===== config.mk =====
export PLATFORM = sky130hd
export DESIGN_NAME = pos_dac_tx
export DESIGN_NICKNAME = d
export VERILOG_FILES = /design/src/rtl/pos_dac_pkg.sv /design/src/rtl/pos_dac_sclk_div.sv /design/src/rtl/pos_dac_tx.sv
export SDC_FILE = /design/constraint.sdc
export NUM_CORES = 1
export LEC_CHECK = 0
export CAP_MARGIN = 30
export CORE_MARGIN = 2
export CORE_UTILIZATION = 47
export CTS_CLUSTER_SIZE = 12
export DETAILED_ROUTE_END_ITERATION = 10
export PLACE_DENSITY_LB_ADDON = 0.08
export SYNTH_ARGS = -nofsm -noshare
export SYNTH_HDL_FRONTEND = slang
export SYNTH_SLANG_ARGS = --single-unit

===== constraint.sdc =====
create_clock -name clk_pid -period 3.6 [get_ports clk_pid]
set_input_delay 0.72 -clock clk_pid [delete_from_list [all_inputs] [get_ports clk_pid]]
set_output_delay 0.72 -clock clk_pid [all_outputs]
set_load 0.01 [all_outputs]

===== src/rtl/pos_dac_pkg.sv =====
// Shared definitions for the positioning-loop DAC serial transmitter.
// Holds the frame width, the parameter defaults, the FSM state encoding
// and a small helper for loading the down-counting phase timer.
package pos_dac_pkg;

  localparam int FRAME_W        = 16;
  localparam int DEF_CLK_DIV    = 2;
  localparam int DEF_CS_SETUP   = 1;
  localparam int DEF_LDAC_WIDTH = 2;
  localparam int TMR_W          = 16;

  typedef enum logic [2:0] {
    ST_IDLE   = 3'd0,
    ST_SETUP  = 3'd1,
    ST_SHIFT  = 3'd2,
    ST_CSHOLD = 3'd3,
    ST_LDAC   = 3'd4,
    ST_DONE   = 3'd5
  } dac_state_e;

  // A phase lasting n cycles loads n-1 and ends when the timer reads zero.
  function automatic logic [TMR_W-1:0] tmr_load(input int n);
    return TMR_W'(n - 1);
  endfunction

endpackage


===== src/rtl/pos_dac_sclk_div.sv =====
// SCLK half-period tick generator.
// Ports:
//   clk_pid  - clock
//   sys_rst  - asynchronous active-high reset
//   en       - count while high; counter held at zero while low
//   tick     - high in the last cycle of each CLK_DIV-cycle half-period
module pos_dac_sclk_div
  import pos_dac_pkg::*;
#(
  parameter int CLK_DIV = DEF_CLK_DIV
) (
  input  logic clk_pid,
  input  logic sys_rst,
  input  logic en,
  output logic tick
);

  localparam int CW = (CLK_DIV > 1) ? $clog2(CLK_DIV) : 1;

  logic [CW-1:0] cnt_q, cnt_d;
  logic          last;

  assign last = (cnt_q == CW'(CLK_DIV - 1));
  assign tick = en && last;

  always_comb begin
    cnt_d = cnt_q;
    if (!en || last) begin
      cnt_d = '0;
    end else begin
      cnt_d = cnt_q + CW'(1);
    end
  end

  always_ff @(posedge clk_pid or posedge sys_rst) begin
    if (sys_rst) begin
      cnt_q <= '0;
    end else begin
      cnt_q <= cnt_d;
    end
  end

endmodule


===== src/rtl/pos_dac_tx.sv =====
// Serial writer for the positioning-loop DAC: shifts a 16-bit offset-binary
// code out MSB first under csn, then pulses ldacn to update the output.
// A start arriving while a frame is running is parked in a one-deep
// pending slot (newest wins) and sent straight after the current frame.
// Ports:
//   clk_pid, sys_rst       - clock, asynchronous active-high reset
//   dac_data, dac_start    - code to write and single-cycle write request
//   dac_sclk/csn/sdi/ldacn - DAC serial interface
//   busy, done             - frame in progress, end-of-frame pulse
//
// state  | meaning
// IDLE   | waiting for dac_start
// SETUP  | csn low, MSB on sdi, sclk low, CS_SETUP cycles
// SHIFT  | 16 sclk periods, high half first; sdi shifts on falling edges
// CSHOLD | one cycle with csn high before the load strobe
// LDAC   | ldacn low for LDAC_WIDTH cycles
// DONE   | one-cycle done pulse; chains to SETUP if a write is waiting
module pos_dac_tx
  import pos_dac_pkg::*;
#(
  parameter int CLK_DIV    = DEF_CLK_DIV,
  parameter int CS_SETUP   = DEF_CS_SETUP,
  parameter int LDAC_WIDTH = DEF_LDAC_WIDTH
) (
  input  logic               clk_pid,
  input  logic               sys_rst,
  input  logic [FRAME_W-1:0] dac_data,
  input  logic               dac_start,
  output logic               dac_sclk,
  output logic               dac_csn,
  output logic               dac_sdi,
  output logic               dac_ldacn,
  output logic               busy,
  output logic               done
);

  localparam int BIT_W = $clog2(FRAME_W);

  dac_state_e         state_q, state_d;
  logic [FRAME_W-1:0] shift_q, shift_d;
  logic [FRAME_W-1:0] pend_data_q, pend_data_d;
  logic               pend_valid_q, pend_valid_d;
  logic [BIT_W-1:0]   bit_q, bit_d;
  logic [TMR_W-1:0]   tmr_q, tmr_d;
  logic               sclk_q, sclk_d;
  logic               shift_en;
  logic               half_tick;

  assign shift_en = (state_q == ST_SHIFT);

  pos_dac_sclk_div #(
    .CLK_DIV (CLK_DIV)
  ) u_sclk_div (
    .clk_pid (clk_pid),
    .sys_rst (sys_rst),
    .en      (shift_en),
    .tick    (half_tick)
  );

  assign dac_sclk  = sclk_q;
  assign dac_sdi   = shift_q[FRAME_W-1];
  assign dac_csn   = !((state_q == ST_SETUP) || (state_q == ST_SHIFT));
  assign dac_ldacn = (state_q != ST_LDAC);
  assign busy      = (state_q != ST_IDLE);
  assign done      = (state_q == ST_DONE);

  always_comb begin
    state_d      = state_q;
    shift_d      = shift_q;
    pend_data_d  = pend_data_q;
    pend_valid_d = pend_valid_q;
    bit_d        = bit_q;
    tmr_d        = tmr_q;
    sclk_d       = sclk_q;

    // Starts during a frame park in the pending slot; DONE may override below.
    if (dac_start && (state_q != ST_IDLE)) begin
      pend_valid_d = 1'b1;
      pend_data_d  = dac_data;
    end

    case (state_q)
      ST_IDLE: begin
        if (dac_start) begin
          shift_d = dac_data;
          tmr_d   = tmr_load(CS_SETUP);
          state_d = ST_SETUP;
        end
      end
      ST_SETUP: begin
        sclk_d = 1'b0;
        if (tmr_q == '0) begin
          sclk_d  = 1'b1;
          bit_d   = '0;
          state_d = ST_SHIFT;
        end else begin
          tmr_d = tmr_q - TMR_W'(1);
        end
      end
      ST_SHIFT: begin
        if (half_tick) begin
          if (sclk_q) begin
            sclk_d  = 1'b0;
            shift_d = {shift_q[FRAME_W-2:0], 1'b0};
          end else if (bit_q == BIT_W'(FRAME_W - 1)) begin
            state_d = ST_CSHOLD;
          end else begin
            sclk_d = 1'b1;
            bit_d  = bit_q + BIT_W'(1);
          end
        end
      end
      ST_CSHOLD: begin
        tmr_d   = tmr_load(LDAC_WIDTH);
        state_d = ST_LDAC;
      end
      ST_LDAC: begin
        if (tmr_q == '0) begin
          state_d = ST_DONE;
        end else begin
          tmr_d = tmr_q - TMR_W'(1);
        end
      end
      ST_DONE: begin
        // A start in this very cycle is newer than anything pending.
        if (dac_start || pend_valid_q) begin
          shift_d      = dac_start ? dac_data : pend_data_q;
          pend_valid_d = 1'b0;
          tmr_d        = tmr_load(CS_SETUP);
          state_d      = ST_SETUP;
        end else begin
          state_d = ST_IDLE;
        end
      end
      default: begin
        state_d = ST_IDLE;
      end
    endcase
  end

  always_ff @(posedge clk_pid or posedge sys_rst) begin
    if (sys_rst) begin
      state_q      <= ST_IDLE;
      shift_q      <= '0;
      pend_data_q  <= '0;
      pend_valid_q <= 1'b0;
      bit_q        <= '0;
      tmr_q        <= '0;
      sclk_q       <= 1'b0;
    end else begin
      state_q      <= state_d;
      shift_q      <= shift_d;
      pend_data_q  <= pend_data_d;
      pend_valid_q <= pend_valid_d;
      bit_q        <= bit_d;
      tmr_q        <= tmr_d;
      sclk_q       <= sclk_d;
    end
  end

endmodule


==> metrics.txt <==
Synth Net Count ~320; sequential share of the synthesized area 48.9%; Max-Cap Viols 0; setup TNS 0 ps; I/O pins 25; Pleak 1.40 nW; CTS Buf Count 9; Critical R2R Launch tmr_q[0]; area grow syn2layout 17.2%; critical path arrival 2130 ps; Cell Area, Synth 2970 um^2; core box area between 6000 and 7000 um^2; Switch Pwr 0.305 mW; ranking of synthesized cells by area dfrtp_1 49%, mux2_2 6.5%, nor2_1 4.0%; worst path required time ~2900 ps; Tmin final between 2000 and 3000 ps; post-cts resize count 0; period utilization about 80%; predominant post-synthesis flop cell dfrtp_1; hold slack 502 ps; Rows 28; kind of critical path reg2out; die height 83.4 um; ys async rst share 100%; Non-Filler Instances around 400; Yosys top cell by area dfrtp_1; IO Port Bufs 24; pin count of the biggest net entering global routing 34; CTS tree yes; Post-Route WL approximately 6300 um; Clk pwr share 41.6%; initial antenna violation count 0; R2R Setup Slk between 1000 and 1500 ps; number of synthesized flops with an enable pin 0; Initial Utilization 49.2%; first drt pass iteration count 4; vias in the first global route roughly 2,200; post-layout util 57.7%; VDD IR max 203 uV; Worst Max-Slew Pin Slew slightly below 1000 ps; worst r2r path cells 7; Pins Over Slew Limit 0; final setup vio count 0; clock sinks 58; post-layout net count between 300 and 400; DRT antenna net count 0; Worst Hold End u_sclk_div.cnt_q; number of remaining DRC errors 0; setup repair bufs after CTS 0; Comb power frac under 10%; Max transition margin 35.8%; Cells after DPL 394; maximum clock frequency 0.351 GHz; Post-CTS Hold Buffers 0; Crit Path Max Fanout 17; Seq pwr share between 50% and 60%; crit path capture type primary output; Skew-Pair Late Insertion Delay 340 ps; status complete, no violations; Pwr per Cell Area 368 nW/um^2; share of layout cells above drive strength 1 15.5%; Synth Register Bits 58; yosys warns 0; Worst Skew 11.2 ps; GRT Resource Usage Total 18.7%; Hold WC Path Type reg2reg; Pint 0.973 mW; sw frac 23.9%; first-pass GRT wire length 10,400 um; final HPWL from detailed placement 4150 um; hold path startpoint u_sclk_div.cnt_q; startpoint types register; die area 6960 um^2; synth unique cells between 50 and 60; Overflow after GRT 0; Cells after Synth roughly 300; RSZ-0062 raised after global routing false; cell depth of the worst hold path 1; syn avg cell area roughly 9.8 um^2; Die W 83.4 um; Vias per Instance 5.84; htree depth 3; DRT iter0 DRCs 136; final hold vios 0; CTS Buffer Depth 2; vias about 2,400; Root Driver clkbuf_8; GPL Wtd Cong 0.776; area share of the largest cell type after synthesis between 40% and 50%; reg2reg end tmr_q[2]; Routed WL per cell 15.2 um; Diodes inserted 0; Reg clk slew, reported paths ~60 ps
## critical path, cell delays in order, from the launching register on
cell,delay (ps)
dfrtp_1,620
or3b_1,510
and2_1,200
clkdlybuf4s50_1,470
## cell type report
type                    instances  area [um^2]
multi-input cells             221         1430
inverters                      10         37.5
clock inverters                 5         30.0
clock buffers                  11          141
fillers                       549         2550
flip-flops and latches         58         1450
repair buffers                 31          293
well taps                      75         93.8
## sequential cells by signal, indices dropped and copies added (netlist names)
register,cells
pend_data_q,16
bit_q,4
tmr_q,16
pend_valid_q,1
u_sclk_div.cnt_q,1
state_q,3
dac_sclk,1
shift_q,16
## Yosys cell counts (2+ instances only)
| cell | n |
|---|---|
| mux2_2 | 17 |
| o211ai_1 | 2 |
| nand3b_1 | 2 |
| nand2_1 | 31 |
| a31oi_1 | 18 |
| inv_1 | 10 |
| or2_2 | 4 |
| nor2_1 | 32 |
| nand2b_1 | 7 |
| nand4_1 | 2 |
| dfrtp_1 | 58 |
| clkbuf_1 | 9 |
| o21ai_0 | 10 |
| a21oi_1 | 21 |
| o21ai_1 | 5 |
| o31ai_1 | 6 |
| or3_1 | 5 |
| or4_1 | 6 |
| buf_2 | 3 |
| nor4b_1 | 3 |
| nor2b_1 | 2 |
| a22oi_1 | 15 |
| and2_1 | 2 |
| nor3_1 | 3 |
| ha_1 | 2 |
## worst max path at each step
| stage | start | endpoint | depth (start not counted) | slack (ps) |
|---|---|---|---|---|
| 2_1_floorplan | sys_rst | bit_q[0] | 1 | 1450 |
| 3_3_place_gp | dac_start | tmr_q[6] | 6 | 830 |
| 3_5_place_dp | dac_start | tmr_q[2] | 6 | 720 |
| 4_1_cts | state_q[1] | dac_csn | 3 | 730 |
| 5_1_grt | state_q[1] | dac_csn | 3 | 610 |
| 6_report | state_q[1] | dac_csn | 3 | 750 |
## per-stage QoR
step	setup slack [ps]	instance area, um^2	total power [mW]
2_1_floorplan	1450	2970	0.725
3_3_place_gp	831	3300	0.758
3_5_place_dp	721	3300	0.760
4_1_cts	726	3470	1.29
5_1_grt	612	3480	1.33
6_report	754	3480	1.28
## layout by cell type, fill, tap and decap left out, drive strengths merged, types with 4 or more instances in the layout
cell type / instances
a21oi: 21
a22oi: 15
a31oi: 18
buf: 7
clkbuf: 11
clkdlybuf4s50: 24
dfrtp: 58
inv: 10
mux2: 17
nand2: 31
nand2b: 7
nor2: 33
nor3: 4
o21ai: 15
o31ai: 6
or2: 4
or3: 5
or4: 7
## kinds of logic after synthesis
family	share of synthesized area, %
AO/OA/AOI/OAI	20.7
XOR/XNOR	0.295
adder cells (fa/ha/maj)	0.843
buffers and inverters	3.04
flip-flops	48.9
multiplexers	6.79
AND/OR/NAND/NOR	19.4
## power groups by stage
stage | Sequential, mW | Combinational [mW] | Clock [mW]
2_1_floorplan | 0.691 | 0.0339 | 0
4_1_cts | 0.680 | 0.0675 | 0.547
3_3_place_gp | 0.692 | 0.0662 | 0
5_1_grt | 0.682 | 0.0727 | 0.576
3_5_place_dp | 0.693 | 0.0673 | 0
6_report | 0.681 | 0.0655 | 0.532
## routing by layer
metal / share of wire [%] / routed length, um / up-vias / global-route usage, %
met5: 0 / 0 / - / 0
met1: 50 / 3100 / 1173 / 25.9
met2: 46 / 2870 / 47 / 28.3
met4: 1.0 / 65 / 0 / 7.04
met3: 3.5 / 221 / 5 / 4.97
li1: - / - / 1175 / -
Power figures use the tool's default switching activity.
==> edit 1: new RTL, same settings <==
`shift_q` no longer has a reset.
--- a/src/rtl/pos_dac_tx.sv
+++ b/src/rtl/pos_dac_tx.sv
@@ -143,3 +143,2 @@
       state_q      <= ST_IDLE;
-      shift_q      <= '0;
       pend_data_q  <= '0;
@@ -151,3 +150,2 @@
       state_q      <= state_d;
-      shift_q      <= shift_d;
       pend_data_q  <= pend_data_d;
@@ -160,2 +158,6 @@
 
+  always_ff @(posedge clk_pid) begin
+    shift_q <= shift_d;
+  end
+
 endmodule
Behaviour: not the same (Yosys sat finds a counterexample within 4 cycles, from zero or initial values and one cycle with sys_rst high).
==> edit 1 against the unedited design <==
Clock skew is 1.2 ps lower; setup slack worse by 36 ps; synthesized area is 3.8% higher; design area is 3.0% higher; critical path depth is 1 higher; sequential cell count stayed put; wire length is 5.3% higher; first-iteration DRC count is 18% higher; largest cell class unchanged; highest routed layer unchanged.
Power is not compared: it rests on default switching activity, and its combinational part moved more than twofold at a synthesized area within 25%.
==> edit 1: results (changes against the unedited design) <==
[cells_and_area]
final_cells = 390  ; was 411
multi_input_area_share_pct = 40.5  ; was 41.1%
nNonClkInverters = 9  ; was 10
clkbuf_count = 10  ; was 11
n_all_buffers = 30  ; was 31
layout.nets = 329  ; was 352
clock_area_share_pct = 4.55  ; was 4.93%
antennaDiodeCount = 0  ; unchanged
multi_input_comb_cells = 200  ; was 221
multi_input_area_mm2 = 0.00145  ; was 0.00143 mm²
buffer_area_share_pct = 8.53  ; was 8.42%
nFillCells = 559  ; was 549
area.sequential_mm2 = 0.00153  ; was 0.00145 mm²
layout-drive-gt1-share_pct = 17.3  ; was 15.5%

[logic_synthesis]
syn_nets = 301  ; was 323
syn-instance-count = 280  ; was 302
synth_common_cells = dfrtp_1, nand2_1  ; was dfrtp_1, nor2_1, nand2_1
yosysWarningCount = 0  ; unchanged
synth_xor_area_share_pct = 1.46  ; was 0.295%
async_reset_ff_share_pct = 72.4  ; was 100%
ys_seq_elements = 58  ; unchanged
synthTopCellsByArea = dfrtp_1, edfxtp_1, mux2_2  ; was dfrtp_1, mux2_2, nor2_1
ys_types = 56  ; was 52
synth_edf_count = 16  ; was 0
synth_compound_area_share_pct = 19.1  ; was 20.7%
synthMuxAreaShare_pct = 7.15  ; was 6.79%
synthAdderAreaFrac_pct = 0.813  ; was 0.844%
yosysSeqAreaShare_pct = 49.8  ; was 48.9%

[timing]
min_period_ps = 2880  ; was 2850 ps
finalClockSkew_ps = 10.0  ; was 11.2 ps
whs_ps = 482  ; was 502 ps
worstMarginPinSlew_ps = 823  ; was 963 ps

[placed_design]
dpl_cell_area_mm2 = 0.00339  ; was 0.00330 mm²
place.gp.congestion = 0.763  ; was 0.776
pre_cts_ws_ps = 955  ; was 721 ps
place_inst = 373  ; was 394
dp_hpwl_um = 4230  ; was 4150 µm

[grt]
grt_max_degree = 43  ; was 34
grt_pass1_wl_um = 10900  ; was 10400 µm
grt_pass1_vias = 2204  ; was 2231
track_usage_pct = 19.5  ; was 18.7%

[critical_path]
crit_start = state_q[2]  ; was state_q[1]
cp_max_fo = 12  ; was 17
rr_endpoint = bit_q[2]  ; was tmr_q[2]
crit_path_end = done  ; was dac_csn
r2r_slack_ps = 1140  ; was 1220 ps
arrival_ps = 2160  ; was 2130 ps

[routing]
initialDrtViolationCount = 160  ; was 136
dr.pass1.iters = 5  ; was 4
vias = 2283  ; was 2400
routed_wl_um = 6590  ; was 6260 µm

[clocking]
htreeDepth = 3  ; unchanged

[outcome]
status = finished, final reports clean  ; unchanged

==> edit 1: cell types whose count changed after synthesis, sizes merged, moves of 6 or more <==
cell,delta
nand2,-11
dfrtp,-16
a22o,+15
nand3,+9
nor2,-15
a21oi,-7
a22oi,-13
a31oi,-17
a21o,+15
edfxtp,+16
o21ai,-6
==> edit 1: power by group through the flow <==
stage	clock network, mW	registers (mW)	logic [mW]
floorplan	0	1.09	1.07
global placement	0	1.17	1.32
detailed placement	0	1.18	1.33
CTS	0.532	1.17	1.34
global route	0.563	1.20	1.48
finish	0.521	1.17	1.34
==> edit 1: critical path, stage by stage, from the launching register on <==
cell	delay [ps]
dfrtp_1	690
nor2b_1	290
nand2_1	150
inv_1	140
clkdlybuf4s50_1	550
==> edit 1: layer usage <==
metal | global-route usage, % | vias up | part of all wire [%]
met5 | 0 | - | 0
met2 | 28.0 | 48 | 44
met3 | 5.35 | 5 | 3.9
met1 | 28.3 | 1125 | 51
li1 | - | 1105 | -
met4 | 7.36 | 0 | 0.67
==> edit 2: new RTL, same settings <==
Without the edit above. `TMR_W`: 16 -> 32.
--- a/src/rtl/pos_dac_pkg.sv
+++ b/src/rtl/pos_dac_pkg.sv
@@ -9,3 +9,3 @@
   localparam int DEF_LDAC_WIDTH = 2;
-  localparam int TMR_W          = 16;
+  localparam int TMR_W          = 32;
 
Check against the original RTL: no difference found for any inputs over 10 cycles, from zero or initial values and one cycle with sys_rst high; that may be too few to reach the edited logic, so the function may still have changed.
==> edit 2 against the unedited design <==
Setup slack got worse by 190 ps; synthesized area rose by 31%; total power rose by 43%; largest power group is now the clock network; largest cell class is now multi-input combinational cells; register-to-register slack got worse by 650 ps; sequential cell count rose by 16; first-iteration DRC count rose by 19%; via count rose by 39%; wire length rose by 45%; clock skew rose by 1.7 ps; global-route usage rose by 3.3 points; combinational power rose by 24%; sequential power rose by 28%; design area rose by 31%.
==> edit 2: results (changes against the unedited design) <==
[placed_design]
portBuffers = 24  ; unchanged
place.gp.congestion = 0.876  ; was 0.776
dpl_cell_area_mm2 = 0.00429  ; was 0.00330 mm²
dp_hpwl_um = 6000  ; was 4150 µm

[clocking]
insertion_delay_ps = 350
root_buffer = clkbuf_8  ; unchanged
path_clk_slew_ps = 80  ; was 60 ps
cts_setup_buffers = 0  ; unchanged
cts_inserted_buffers = 9  ; unchanged
htreeDepth = 3  ; unchanged
clockBufferDepth = 2  ; unchanged
cts_resized = 0  ; unchanged
cts_hold_buf = 0  ; unchanged

[outcome]
status = finished, final reports clean  ; unchanged

[logic_synthesis]
yosysWarningCount = 0  ; unchanged
synthMuxAreaShare_pct = 4.90  ; was 6.79%
synth_compound_area_share_pct = 20.9  ; was 20.7%
yosysSeqAreaShare_pct = 47.8  ; was 48.9%
synth_common_cells = dfrtp_1, nand2_1, nor2_1  ; was dfrtp_1, nor2_1, nand2_1
ys_types = 53  ; was 52
synth_xor_area_share_pct = 1.13  ; was 0.295%
async_reset_ff_share_pct = 100  ; unchanged
synthAdderAreaFrac_pct = 0.645  ; was 0.844%
syn_nets = 434  ; was 323
synthTopCellsByArea = dfrtp_1, mux2_2, a31oi_1  ; was dfrtp_1, mux2_2, nor2_1

[grt]
use_met1_pct = 31.3  ; was 25.9%
grt_max_degree = 75  ; was 34
track_usage_pct = 22.1  ; was 18.7%
met2_usage_pct = 35.0  ; was 28.3%
use_met3_pct = 3.19  ; was 4.97%
grt_pass1_wl_um = 15700  ; was 10400 µm
grt_pass1_vias = 3190  ; was 2231
antenna_found_initial = 0  ; unchanged

[timing]
worst_slew_margin_rel_pct = 35.4  ; was 35.8%
finalClockSkew_ps = 12.9  ; was 11.2 ps

[pwr]
p_leak_nw = 1.88  ; was 1.40 nW
peakVddDrop_uv = 304  ; was 203 µV

[routing]
viasPerCell = 6.07  ; was 5.84
wl_per_cell_um = 16.5  ; was 15.2 µm
route.met2.wl_um = 4310  ; was 2870 µm
met3WireLength_um = 273  ; was 221 µm
drt-met1-wl_um = 4370  ; was 3100 µm
initialDrtViolationCount = 162  ; was 136
dr.pass1.iters = 4  ; unchanged
dr.max_layer_used = met4  ; unchanged

[worst_hold_path]
hold_class = flop to flop  ; unchanged

[critical_path]
cp_max_fo = 10  ; was 17
arrival_ps = 3300  ; was 2130 ps
path_delay_family = simple AND/OR/NAND/NOR gates  ; unchanged
max_stage_delay_ps = 710  ; was 620 ps
crit_slowest_cell = or4_1  ; was dfrtp_1

[cells_and_area]
layout.nets = 460  ; was 352
largest_registers = tmr_q: 32 flops, pend_data_q: 16 flops, shift_q: 16 flops  ; was pend_data_q: 16 flops, shift_q: 16 flops, tmr_q: 16 flops
antennaDiodeCount = 0  ; unchanged
fin_util_pct = 56.4  ; was 57.7%
layout-drive-gt1-share_pct = 11.9  ; was 15.5%

==> edit 2: changes by cell type in the layout (fill, tap and decap cells not counted), sizes merged, moves of 6 or more <==
cell	unedited run	this run
nor3	4	10
a31oi	18	25
nand2	31	39
nand3	1	11
or4	7	18
or3	5	12
dfrtp	58	74
nor4	1	10
==> edit 2: final cells by class <==
class                           count  area [µm²]
Clock buffer                        9         124
Sequential cell                    74        1850
Inverter                            8        30.0
Timing Repair Buffer               36         343
Multi-Input combinational cell    310        1930
Clock inverter                      7         149
Fill cell                         740        3530
Tap cell                          105         131
==> edit 2: worst register-to-register path, delay by kind of cell (launching register included) <==
family	cells	cell delay (ps)
AOI/OAI and AO/OA	1	180
DFF	1	440
and+or+nand+nor	4	2350
==> edit 2: stage by stage <==
step	total power, mW	instances	setup WS (ps)	hold slack, ps
after global routing	1.89	549	383	520
after detailed placement	0.971	533	575	493
after global placement	0.969	533	645	488
final	1.83	549	569	509
after floorplan	0.931	413	746	462
after CTS	1.85	549	567	509
==> edit 2: worst paths after layout <==
| kind | startpoint | to | slack, ps | cells past startpoint |
|---|---|---|---|---|
| worst max-delay path | tmr_q[15] | tmr_q[31] | 570 | 5 |
| worst min-delay path | u_sclk_div.cnt_q | u_sclk_div.cnt_q | 510 | 1 |
| worst max register to register | tmr_q[15] | tmr_q[31] | 570 | 5 |
| worst min register to register | u_sclk_div.cnt_q | u_sclk_div.cnt_q | 510 | 1 |
| max in group asynchronous | sys_rst | shift_q[3] | 2530 | 3 |
| min in group asynchronous | sys_rst | tmr_q[8] | 780 | 3 |
==> edit 2: report_power, final <==
group	internal [mW]	switching, mW
combinational	0.0439	0.0371
clock	0.539	0.335
sequential	0.857	0.0137
